### src/rtl/muldiv_pkg.sv
// muldiv_pkg: shared types and constants for the iterative RV32M multiply/divide unit
package muldiv_pkg;
    localparam int XLEN_DEFAULT = 32;
    typedef enum logic [1:0] {IDLE, ITER, DONE} state_t;
    localparam logic [2:0] F3_MUL    = 3'b000;
    localparam logic [2:0] F3_MULH   = 3'b001;
    localparam logic [2:0] F3_MULHSU = 3'b010;
    localparam logic [2:0] F3_MULHU  = 3'b011;
    localparam logic [2:0] F3_DIV    = 3'b100;
    localparam logic [2:0] F3_DIVU   = 3'b101;
    localparam logic [2:0] F3_REM    = 3'b110;
    localparam logic [2:0] F3_REMU   = 3'b111;
    localparam logic [XLEN_DEFAULT-1:0] DIV_BY_ZERO_Q = '1;
    localparam logic [XLEN_DEFAULT-1:0] INT_MIN = {1'b1, {(XLEN_DEFAULT-1){1'b0}}};
endpackage

### src/rtl/muldiv_step.sv
// muldiv_step: one radix-2 iteration, shift-add multiply or restoring shift-subtract divide
module muldiv_step
    import muldiv_pkg::*;
#(
    parameter int XLEN = XLEN_DEFAULT
) (
    input  logic [2*XLEN-1:0] acc,
    input  logic [XLEN-1:0]   rem,
    input  logic [XLEN-1:0]   opb,
    input  logic              is_div,
    output logic [2*XLEN-1:0] acc_next,
    output logic [XLEN-1:0]   rem_next
);
    logic [XLEN:0] sum, shifted, diff;
    // multiply keeps the multiplier in acc's low half and shifts the product in from the top;
    // divide shifts the dividend out of acc's low half and the quotient bits in behind it
    always_comb begin
        sum      = {1'b0, acc[2*XLEN-1:XLEN]} + (acc[0] ? {1'b0, opb} : '0);
        shifted  = {rem, acc[XLEN-1]};
        diff     = shifted - {1'b0, opb};
        acc_next = is_div ? {acc[2*XLEN-1:XLEN], acc[XLEN-2:0], ~diff[XLEN]} : {sum, acc[XLEN-1:1]};
        rem_next = is_div ? (diff[XLEN] ? shifted[XLEN-1:0] : diff[XLEN-1:0]) : rem;
    end
endmodule

### src/rtl/muldiv_sequencer.sv
// muldiv_sequencer: iterative RV32M multiply/divide unit that stalls the pipeline while it iterates
module muldiv_sequencer
    import muldiv_pkg::*;
#(
    parameter int XLEN = XLEN_DEFAULT,
    parameter int CNTW = $clog2(XLEN) + 1
) (
    input  logic            clk,
    input  logic            reset,
    input  logic            start,
    input  logic [2:0]      funct3,
    input  logic [XLEN-1:0] srca,
    input  logic [XLEN-1:0] srcb,
    input  logic            flush,
    output logic            stall,
    output logic            busy,
    output logic            done,
    output logic [XLEN-1:0] result
);
    state_t            state;
    logic [CNTW-1:0]   cnt;
    logic [2:0]        f3;
    logic [2*XLEN-1:0] acc, acc_next, prod;
    logic [XLEN-1:0]   rem, rem_next, opb, ma, mb, quo, rmd, val;
    logic              neg, a_neg, b_neg, dz, ov, is_div;
    always_comb begin
        a_neg  = srca[XLEN-1] & (funct3 inside {F3_MULH, F3_MULHSU, F3_DIV, F3_REM});
        b_neg  = srcb[XLEN-1] & (funct3 inside {F3_MULH, F3_DIV, F3_REM});
        ma     = a_neg ? -srca : srca;
        mb     = b_neg ? -srcb : srcb;
        dz     = (funct3 inside {F3_DIV, F3_DIVU, F3_REM, F3_REMU}) & (srcb == '0);
        ov     = (funct3 inside {F3_DIV, F3_REM}) & (srca == INT_MIN) & (srcb == '1);
        is_div = f3 inside {F3_DIV, F3_DIVU, F3_REM, F3_REMU};
        prod   = neg ? -acc : acc;
        quo    = neg ? -acc[XLEN-1:0] : acc[XLEN-1:0];
        rmd    = neg ? -rem : rem;
        val    = !is_div ? (f3 == F3_MUL ? prod[XLEN-1:0] : prod[2*XLEN-1:XLEN])
                         : (f3 inside {F3_REM, F3_REMU} ? rmd : quo);
    end
    assign busy   = state == ITER;
    assign stall  = (state == IDLE & start & ~flush) | busy;
    assign done   = (state == DONE) & ~flush & ~reset;
    assign result = done ? val : '0;
    muldiv_step #(.XLEN(XLEN)) u_step (
        .acc(acc), .rem(rem), .opb(opb), .is_div(is_div), .acc_next(acc_next), .rem_next(rem_next)
    );
    // special cases park their final value in acc/rem with neg=0 so the DONE mux needs no extra path
    always_ff @(posedge clk) begin
        if (reset) begin
            state <= IDLE;
            cnt   <= '0;
            f3    <= '0;
            acc   <= '0;
            rem   <= '0;
            opb   <= '0;
            neg   <= 1'b0;
        end else begin
            case (state)
                IDLE: if (start && !flush) begin
                    f3  <= funct3;
                    opb <= mb;
                    rem <= dz ? srca : '0;
                    if (dz || ov) begin
                        acc   <= {{XLEN{1'b0}}, dz ? DIV_BY_ZERO_Q : INT_MIN};
                        neg   <= 1'b0;
                        state <= DONE;
                    end else begin
                        acc   <= {{XLEN{1'b0}}, ma};
                        neg   <= (funct3 inside {F3_REM, F3_REMU}) ? a_neg : (a_neg ^ b_neg);
                        cnt   <= CNTW'(XLEN);
                        state <= ITER;
                    end
                end
                ITER: if (flush) begin
                    state <= IDLE;
                end else begin
                    acc <= acc_next;
                    rem <= rem_next;
                    cnt <= cnt - CNTW'(1);
                    if (cnt == CNTW'(1)) state <= DONE;
                end
                default: state <= IDLE;
            endcase
        end
    end
endmodule

### config.mk
export PLATFORM = sky130hd
export DESIGN_NAME = muldiv_sequencer
export DESIGN_NICKNAME = d
export VERILOG_FILES = /design/src/rtl/muldiv_pkg.sv /design/src/rtl/muldiv_step.sv /design/src/rtl/muldiv_sequencer.sv
export SDC_FILE = /design/constraint.sdc
export NUM_CORES = 1
export LEC_CHECK = 0
export BUFFER_PORTS_ARGS = -buffer_cell sky130_fd_sc_hd__buf_4
export CAP_MARGIN = 20
export CELL_PAD_IN_SITES_DETAIL_PLACEMENT = 1
export CELL_PAD_IN_SITES_GLOBAL_PLACEMENT = 1
export CORE_ASPECT_RATIO = 1.2
export CORE_UTILIZATION = 46
export DETAILED_ROUTE_END_ITERATION = 10
export PLACE_DENSITY_LB_ADDON = 0.1
export RECOVER_POWER = 25
export SLEW_MARGIN = 10
export SYNTH_ARGS = -nofsm -noshare
export SYNTH_HDL_FRONTEND = slang
export SYNTH_SLANG_ARGS = --single-unit
### constraint.sdc
create_clock -name clk -period 5.05 [get_ports clk]
set_input_delay 1.01 -clock clk [delete_from_list [all_inputs] [get_ports clk]]
set_output_delay 1.01 -clock clk [all_outputs]
set_load 0.005 [all_outputs]
=== Yosys cells after proc, flatten, opt, wreduce, memory -nomap -nowiden ===
Cells that the tools add are included.

* Logic and storage cells: 104
* Register bits after elaboration: 140
* Output and inout bits: 35

* Multiplexer cells: 33
* Bitwise logic cells: 14
* Equality and inequality tests: 21
* Reduce and logical (&&, ||, !) cells: 20
* Add/sub/neg operators: 8

{| class="wikitable"
|+ Operators by type and width
! kind !! number
|-
| $mux 32 || 15
|-
| $mux 64 || 4
|-
| $neg 32->32 || 4
|-
| $pmux 64 s2 || 1
|-
| $eq 32x32->1 const B || 2
|-
| $neg 64->64 || 1
|-
| $pmux 32 s2 || 1
|-
| $add 32x33->33 || 1
|-
| $sub 33x32->33 || 1
|-
| $logic_not 32->1 || 1
|-
| $mux 31 || 1
|-
| $eq 3x3->1 const B || 8
|-
| $mux 6 || 3
|-
| $pmux 6 s2 || 1
|-
| $reduce_and 4->1 || 3
|-
| $reduce_bool 4->1 || 3
|-
| $and 1x1->1 || 9
|-
| $mux 2 || 4
|-
| $reduce_bool 2->1 || 4
|-
| $eq 6x1->1 const B || 1
|-
| $ne 2x2->1 const B || 3
|-
| $sub 6x1->6 const B || 1
|-
| $ne 2x1->1 const B || 2
|-
| $pmux 2 s2 || 1
|-
| 17 further kinds || 21
|}

=== Depth between registers and ports, before layout ===
Gate-level depths: netlist of the first run.

* Depth in word-level cells: 8
* Depth in mapped cells: 15
* Mapped depth without buffers: 13

=== Modules after synthesis ===
A second synthesis of the first run with hierarchy kept.

* Cell total of the unflattened synthesis: 2,158
* Area total of the unflattened synthesis: 15,132.0 um2

{| class="wikitable"
|+ Modules (own cells, without submodules)
! module !! instances !! area an instance (um2) !! seq. area each (um2) !! cells each
|-
| muldiv_sequencer || 1 || 10,244.8 || 2,802.7 || 1,404
|-
| muldiv_step || 1 || 4,887.2 || 0.0 || 754
|}

=== Least setup slack after synthesis of the first run ===
No wires, ideal clock.

* Path kind: flip-flop to output port
* Start point: reg acc[0]
* End point: out result[24]
* Data arrival time: 3,204 ps
* Required time: 4,040 ps
* Setup slack: 836 ps
* Cell stages (with the launch flop): 14
* Cells stage by stage: dfxtp_1 -> clkinv_1 -> clkbuf_1 -> ha_1 -> nand4b_1 -> or3_2 -> buf_6 -> nor4_4 -> nand2b_1 -> or3_4 -> or3_4 -> o21ai_2 -> xor2_1 -> a211oi_1

* Cells in the longest elaborated chain, start to end: 5

{| class="wikitable"
|+ RTL lines
! element !! line !! RTL
|-
| start: declaration || muldiv_sequencer.sv:23 || <nowiki>logic [2*XLEN-1:0] acc, acc_next, prod;</nowiki>
|-
| start signal: assignment || muldiv_sequencer.sv:64 || <nowiki>acc <= {{XLEN{1'b0}}, dz ? DIV_BY_ZERO_Q : INT_MIN};</nowiki>
|-
| start signal: assignment || muldiv_sequencer.sv:68 || <nowiki>acc <= {{XLEN{1'b0}}, ma};</nowiki>
|-
| start signal: assignment || muldiv_sequencer.sv:77 || <nowiki>acc <= acc_next;</nowiki>
|-
| $neg 64->64 or $neg 32->32 (tied branches) || muldiv_sequencer.sv:34, muldiv_sequencer.sv:35 ||
|-
| $mux 64 or $mux 32 (tied branches) || muldiv_sequencer.sv:34, muldiv_sequencer.sv:35 ||
|-
| $mux 32, on equally long branches || muldiv_sequencer.sv:37, muldiv_sequencer.sv:38 ||
|-
| $mux 32 (*) || muldiv_sequencer.sv:37 || <nowiki>val = !is_div ? (f3 == F3_MUL ? prod[XLEN-1:0] : prod[2*XLEN-1:XLEN])</nowiki>
|-
| $mux 32 (*) || muldiv_sequencer.sv:43 || <nowiki>assign result = done ? val : '0;</nowiki>
|-
| end: declaration || muldiv_sequencer.sv:18 || <nowiki>output logic [XLEN-1:0] result</nowiki>
|}

Every way passes the cells marked *; elsewhere a longest branch is shown, timed or not.

=== Worst setup path after layout of the first run ===
* Start point: reg acc[15]
* End point: out result[24]

The elaborated chain is that of the path after synthesis.

==> results of run 1 <==
per-stage QoR:
stage / total power [uW] / hold WS (ns) / setup TNS [ns] / setup slack, ns
floorplan: 2422 / 0.4484 / 0 / 0.8364
global placement: 2914 / 0.4722 / 0 / 0.3904
detailed placement: 2958 / 0.4802 / 0 / 0.3532
CTS: 4229 / 0.4948 / 0 / 0.03099
global route: 4461 / 0.5226 / -0.08138 / -0.06867
finish: 4279 / 0.4914 / 0 / 0.1231
synthesized netlist by cell type (11+ instances only):
| cell type | instances | area [um^2] |
|---|---|---|
| nor2_1 | 248 | 930.9 |
| a21oi_1 | 151 | 755.7 |
| dfxtp_1 | 140 | 2803 |
| nand2_1 | 136 | 510.5 |
| o21ai_0 | 116 | 580.6 |
| xnor2_1 | 96 | 840.8 |
| clkbuf_1 | 95 | 356.6 |
| xor2_1 | 88 | 770.7 |
| ha_1 | 71 | 888.4 |
| inv_1 | 67 | 251.5 |
| a211oi_1 | 64 | 480.5 |
| nor3_1 | 57 | 285.3 |
| a21o_1 | 43 | 322.8 |
| mux2i_1 | 38 | 380.4 |
| o31ai_1 | 34 | 255.2 |
| a22oi_1 | 32 | 240.2 |
| a221oi_1 | 27 | 236.5 |
| nand2b_1 | 24 | 150.1 |
| nand3_1 | 23 | 115.1 |
| mux2_2 | 22 | 247.7 |
| or3_1 | 21 | 131.4 |
| nor4_1 | 18 | 112.6 |
| a31oi_1 | 17 | 106.4 |
| o41ai_1 | 17 | 148.9 |
| a22o_1 | 16 | 140.1 |
| nand4_1 | 15 | 93.84 |
| o221ai_1 | 15 | 131.4 |
| o21bai_1 | 13 | 97.59 |
| a311oi_1 | 12 | 105.1 |
| buf_1 | 12 | 45.04 |
| or4_1 | 12 | 90.09 |
| o211ai_1 | 11 | 82.58 |
layout make-up:
class,instances,area (um^2)
clock buffers,20,466.7
clock inverters,12,113.9
fillers,3842,13930
inverters,70,262.8
multi-input cells,1574,10490
flip-flops and latches,140,2805
well taps,390,488.0
repair buffers,165,1227
what timing repair did:
action | 4_1_cts | 5_1_grt
resized for setup | 2 | 8
endpoints found under the setup margin | 1 | 11
pin swaps | 0 | 1
buffers inserted | 0 | 2
endpoints found under the hold margin | 0 | 0
hold buffers | 0 | 0
logic make-up (layout without fill, tap and decap cells):
family | count (synthesis) | after routing | synth area share (%)
and+or+nand+nor | 630 | 630 | 21.76
AOI/OAI and AO/OA | 626 | 626 | 29.76
buffers and inverters | 192 | 267 | 5.777
xor gates and xnor gates | 184 | 184 | 11.48
DFF | 140 | 140 | 19.97
adders and majority gates | 73 | 73 | 6.615
muxes | 61 | 61 | 4.636
final timing paths:
check / startpoint / end / slack, ns / depth (start not counted)
max: acc[15] / result[24] / 0.12 / 11
min: opb[31] / opb[31] / 0.49 / 2
max reg2reg: rem[0] / rem[24] / 0.65 / 13
min reg2reg: opb[31] / opb[31] / 0.49 / 2
per-layer routing:
| metal | global-route usage, % | vias up | wire length [um] |
|---|---|---|---|
| met2 | 63.30 | 635 | 28130 |
| met4 | 21.17 | 0 | 3445 |
| met3 | 5.296 | 195 | 3549 |
| li1 | - | 7139 | - |
| met5 | 0 | - | 0 |
| met1 | 47.77 | 7555 | 25030 |
power breakdown:
part	total (uW)	switching [uW]	internal [uW]
Sequential	1300	121	1180
Clock	1280	562	721
Combinational	1700	1040	658
Total	4280	1720	2560
sequential cells by signal (all words and copies together) (netlist names):
register and cells:
acc 64, cnt 6, f3 3, neg 1
opb 32, rem 32, state 2
worst register-to-register path: cells and delay by family (launching register included):
family / cells / cell delay (ns)
compound gates: 6 / 1.72
buf+inv: 2 / 0.59
flops: 1 / 0.53
fa+ha+maj: 1 / 0.52
simple gates: 3 / 0.52
mux: 1 / 0.38
==> impl_results.md, run 1 <==
* Outcome: finished with violations
* Failing checks: max-capacitance violations, max-slew violations
* Gr usage total at 38.33%
* Iter 0 DRT Violations at 1164
* Routed Antenna Nets at 0
* Cells after DPL at 2337
* Max_cap viols at 1
* Final setup vio count at 0
* Most frequent cells in the layout: nor2_1 (246), buf_4 (162), a21oi_1 (150)
* Mapped Area at 14030 um^2
* Final Hold Vio Count at 0
* Mapped Nets at 2050
* H-tree lvl count at 4
* Post-Route Skew at 0.01460 ns
* P_leak at 0.006362 uW
* Total grt overflow at 0
* CTS tree: done
* CORE AREA at 29780 um^2
* Max FO, Critical Path at 8
* Setup CP Type: reg2out
* Worst path bufs/invs at 1
* Gpl congestion at 1.025
* Area Overhead vs Synth at 12.99%
* RSZ-0062 raised after global routing: true
* Slew HR at -82.43%
* Slowest library cell on the worst path: or4_4
* Chip width at 161.5 um
* Crit path capture type: output pin
* CTS clk-pin slew, worst paths at 0.06 ns
* Initial core utilization at 47.12%
* I/O Pins at 106
* PortBufs at 105
* Largest net degree at the start of global routing at 68
* Clock Root Buffer: clkbuf_16
* Async set or reset register ratio after synthesis at 0%
* Placed Area at 15220 um^2
* Row count at 69
* Antenna Diode Count at 0
* Power per cell area at 269.8 nW/um^2
* Yosys warnings at 0
* Final wirelength at 60150 um
* Post-layout minimum cycle time at 4.927 ns
* Mapped Cells at 1906
* Worst min-delay path category: reg2reg
* Pre-Repair DR Iteration Count at 5
* Post-route cell area at 15860 um^2
* Seq/Total Area, Yosys at 19.97%
* CTS Sinks at 140
* Required @ worst endpoint at 4.04 ns
* Later-pin clock latency in the skew report at 0.46 ns
* Die H at 193.3 um
* Commonest non-fill, non-tap cell in the layout: nor2_1
* Inserted Clock Buffers at 17
* DRC errors left at 0
* Routed via count at 15520
* Flops & latches, synth at 140
* Data arrival, critical path at 3.92 ns
* Final Cycle Share at 97.56%
* Post-DP HPWL at 46670 um
* Vias in the first global route at 15390
* Antenna violations before repair at 0
* Die area at 31210 um^2
* Core Util, Final at 53.24%
* Post-synth EDFFs at 0
* Share of layout cells above drive strength 1 at 13.83%
* First-pass GRT wire length at 91630 um
* Final Max Slew Viols at 68
* Crit-path leading delay family: simple AND/OR/NAND/NOR gates
* IR Drop Worst-Case VDD at 0.1942 mV
* Clk buf depth at 2
* Post-synth cell types at 87
* Nets@finish at 2112
* Worst path max stage delay at 0.61 ns
* Worst Tran Pin Value at 2.736 ns
* Finished Layout Cells at 2371
* Crit path launch type: flop
* Wire per inst at 25.37 um
* Top FF cell, synth: dfxtp_1
* Via density at 6.547
* Cell Chain, Critical Path: or4_4 -> nor4_4 -> or4b_4 -> nor4_4 -> nand2b_1 -> or3_4 -> or3_4 -> o21ai_2 -> xor2_1 -> a211oi_2 -> buf_4
* Mapped Avg Cell Area at 7.363 um^2
* F_max at 203.0 MHz
Power figures use the tool's default switching activity.
==> run 2, diff against run 1 <==
--- a/config.mk
+++ b/config.mk
@@ -5,12 +5,13 @@
 export SDC_FILE = /design/constraint.sdc
 export NUM_CORES = 1
 export LEC_CHECK = 0
+export ABC_AREA = 1
 export BUFFER_PORTS_ARGS = -buffer_cell sky130_fd_sc_hd__buf_4
 export CAP_MARGIN = 20
 export CELL_PAD_IN_SITES_DETAIL_PLACEMENT = 1
 export CELL_PAD_IN_SITES_GLOBAL_PLACEMENT = 1
 export CORE_ASPECT_RATIO = 1.2
-export CORE_UTILIZATION = 46
+export CORE_UTILIZATION = 43
 export DETAILED_ROUTE_END_ITERATION = 10
 export PLACE_DENSITY_LB_ADDON = 0.1
 export RECOVER_POWER = 25
==> impl_results.md, run 2 <==
* Post-synth cell types at 52 (-40%)
* Flops & latches, synth at 140 (unchanged)
* Final setup vio count at 0 (unchanged)
* Filler cells at 5777 (+50%)
* Clock power frac at 26.9% (-3.1 points)
* Worst min-delay path category: reg2reg
* Final Cycle Share at 91.61% (-6.0 points)
* Iter 0 DRT Violations at 1847 (+59%)
* IR Drop Worst-Case VDD at 0.2716 mV (+40%)
* Sequential share of power at 26.5% (-3.9 points)
* Comb pwr share at 46.6% (+6.9 points)
* Top post-synthesis cells by area: nand2_1 (20%), dfxtp_1 (16%), inv_1 (11%), nand3_1 (8.0%), nor2_1 (7.3%)
* Chip width at 184.2 um (+14%)
* Clock Root Buffer: clkbuf_16
* F_max at 216.1 MHz (+6.5%)
* Max reg flops at 64 (unchanged)
* Largest area contributor in the netlist: nand2_1
* Post-Route Skew at 0.01436 ns (-0.0002431 ns)
* Required @ worst endpoint at 4.04 ns (about the same)
* Int Power at 2587 uW (+1.2%)
* Setup tns final at 0 ns (unchanged)
* Max FO, Critical Path at 18 (+10)
* Post_cts resized at 0 (-2)
* Yosys warnings at 0 (unchanged)
* First-pass GRT wire length at 123800 um (+35%)
* Inserted Clock Buffers at 17 (unchanged)
* CTS tree: done
* CORE AREA at 39040 um^2 (+31%)
* Async set or reset register ratio after synthesis at 0% (unchanged)
* Crit path launch type: flop
* Data arrival, critical path at 3.62 ns (-0.30 ns)
* RSZ-0062 raised after global routing: false
* Row count at 79 (+14%)
* Gr usage total at 40.27% (+1.9 points)
* Net Sw Frac at 47.93% (+7.7 points)
* Commonest non-fill, non-tap cell in the layout: nand2_1
* Mapped Area at 17130 um^2 (+22%)
* Gpl congestion at 1.053 (+2.8%)
* Via density at 5.778 (-12%)
* Top FF cell, synth: dfxtp_1
* Die H at 220.6 um (+14%)
* Hold_buf cts at 0 (unchanged)
* Crit path capture type: output pin
* Biggest regs: acc (64), opb (32), rem (32)
* Register with the most flip-flops: acc
* Top-count cell post-synth: nand2_1
* Switching power at 2381 uW (+38%)
* Seq/Total Area, Yosys at 16.36% (-3.6 points)
* CTS Sinks at 140 (unchanged)
* Vias in the first global route at 21560 (+40%)
* Commonest cells in the netlist: nand2_1 (898), inv_1 (520), nor2_1 (333), nand3_1 (274), a21oi_1 (216)
* Slew HR at -27.91% (+55 points)
* Initial core utilization at 43.87% (-3.2 points)
* P_leak at 0.009853 uW (+55%)
* Pre-Repair DR Iteration Count at 6 (+1)
* Setup CP Type: reg2out
* Later-pin clock latency in the skew report at 0.47 ns (about the same)
* Final Hold Vio Count at 0 (unchanged)
* PortBufs at 105 (unchanged)
* Clk buf depth at 2 (unchanged)
* Die area at 40640 um^2 (+30%)
* I/O Pins at 106 (unchanged)
* Antenna violations before repair at 0 (unchanged)
* H-tree lvl count at 4 (unchanged)
* Post-layout minimum cycle time at 4.626 ns (-0.3005 ns)
* Max_cap viols at 3 (+2)
* Finished Layout Cells at 3746 (+58%)
* Power per cell area at 263.6 nW/um^2 (-2.3%)
* Worst Tran Pin Value at 1.919 ns (-0.8178 ns)
* Routed Antenna Nets at 0 (unchanged)
* Final wirelength at 81210 um (+35%)
* Top-area cell type share of the netlist area at 19.68% (-0.29 points)
* Post-synth EDFFs at 0 (unchanged)
* Wire per inst at 21.68 um (-15%)
* Largest net degree at the start of global routing at 65 (-4.4%)
* Pwr Total at 4968 uW (+16%)
* Most frequent cells in the layout: nand2_1 (899), inv_1 (521), nor2_1 (333)
* CTS clk-pin slew, worst paths at 0.07 ns (about the same)
* Mapped Cells at 3165 (+66%)
* Mapped Nets at 3309 (+61%)
* Final Max Slew Viols at 94 (+38%)
* Cells after DPL at 3714 (+59%)
* Mapped Avg Cell Area at 5.412 um^2 (-26%)
* Failing checks: max-capacitance violations, max-slew violations
* Share of layout cells above drive strength 1 at 6.679% (-7.2 points)
* Routed via count at 21650 (+39%)
* Outcome: finished with violations
* DRC errors left at 0 (unchanged)
* Total grt overflow at 0 (unchanged)
* Post-DP HPWL at 66560 um (+43%)
* Total setup buffers inserted after CTS at 0 (unchanged)
* Area Overhead vs Synth at 10.02%
* Nets@finish at 3351 (+59%)
-- run 2: worst paths after layout --
| check | end | from | cells past startpoint | slack, ns |
|---|---|---|---|---|
| worst min register to register | cnt[1] | cnt[1] | 2 | 0.50 |
| worst max-delay path | result[7] | f3[2] | 9 | 0.42 |
| worst max register to register | rem[19] | acc[31] | 17 | 1.45 |
| worst min-delay path | cnt[1] | cnt[1] | 2 | 0.50 |
-- run 2: per-stage QoR --
step                      hold slack [ns]  setup slack (ns)  util [%]  area [um^2]
after floorplan                    0.4530             1.968         -        17130
after global placement             0.4729             1.135     46.79        18270
after detailed placement           0.4858             1.086     46.82        18280
after CTS                          0.4971            0.6074     48.32        18870
after global routing               0.5358            0.3825     48.26        18840
final                              0.4958            0.4235     48.27        18850
-- run 2: area by class of cell --
cell class                      instances  area [um^2]  share of cell area, %
Multi-Input combinational cell       2388        11860                  62.92
Sequential cell                       140         2804                  14.88
Inverter                              534         2004                  10.64
Timing Repair Buffer                  126        934.6                  4.959
Tap cell                              526        658.1                  3.492
Clock buffer                           18        429.2                  2.277
Clock inverter                         13        156.4                 0.8298
Antenna cell                            1        2.502                0.01328
-- run 2: worst max-delay path, stage by stage (launching register included) --
cell and delay (ns):
dfxtp_1 0.31, buf_4 0.25, inv_1 0.38, nor2_1 0.87, nor2_1 0.27, o21ai_0 0.44
a31oi_1 0.16, o21ai_0 0.23, inv_1 0.08, buf_4 0.15
-- run 2: kinds of logic after synthesis --
logic type	Yosys count	synth area share [%]
and+or+nand+nor	1662	40.90
buffers and inverters	637	14.48
AOI/OAI and AO/OA	566	18.40
DFF	140	16.36
xor gates and xnor gates	87	4.448
adders and majority gates	73	5.420
-- run 2: metal layers --
metal / routed length, um / global-route usage [%]
met1: 32480 / 47.87
met2: 38080 / 68.08
met3: 5087 / 5.217
met4: 5564 / 26.50
met5: 0 / 0
-- run 2: power by group through the flow --
stage          Combinational, uW  Clock (uW)  Sequential, uW
2_1_floorplan               1580           0            1260
3_3_place_gp                2180           0            1330
3_5_place_dp                2260           0            1330
4_1_cts                     2280        1330            1310
5_1_grt                     2550        1380            1320
6_report                    2310        1340            1320
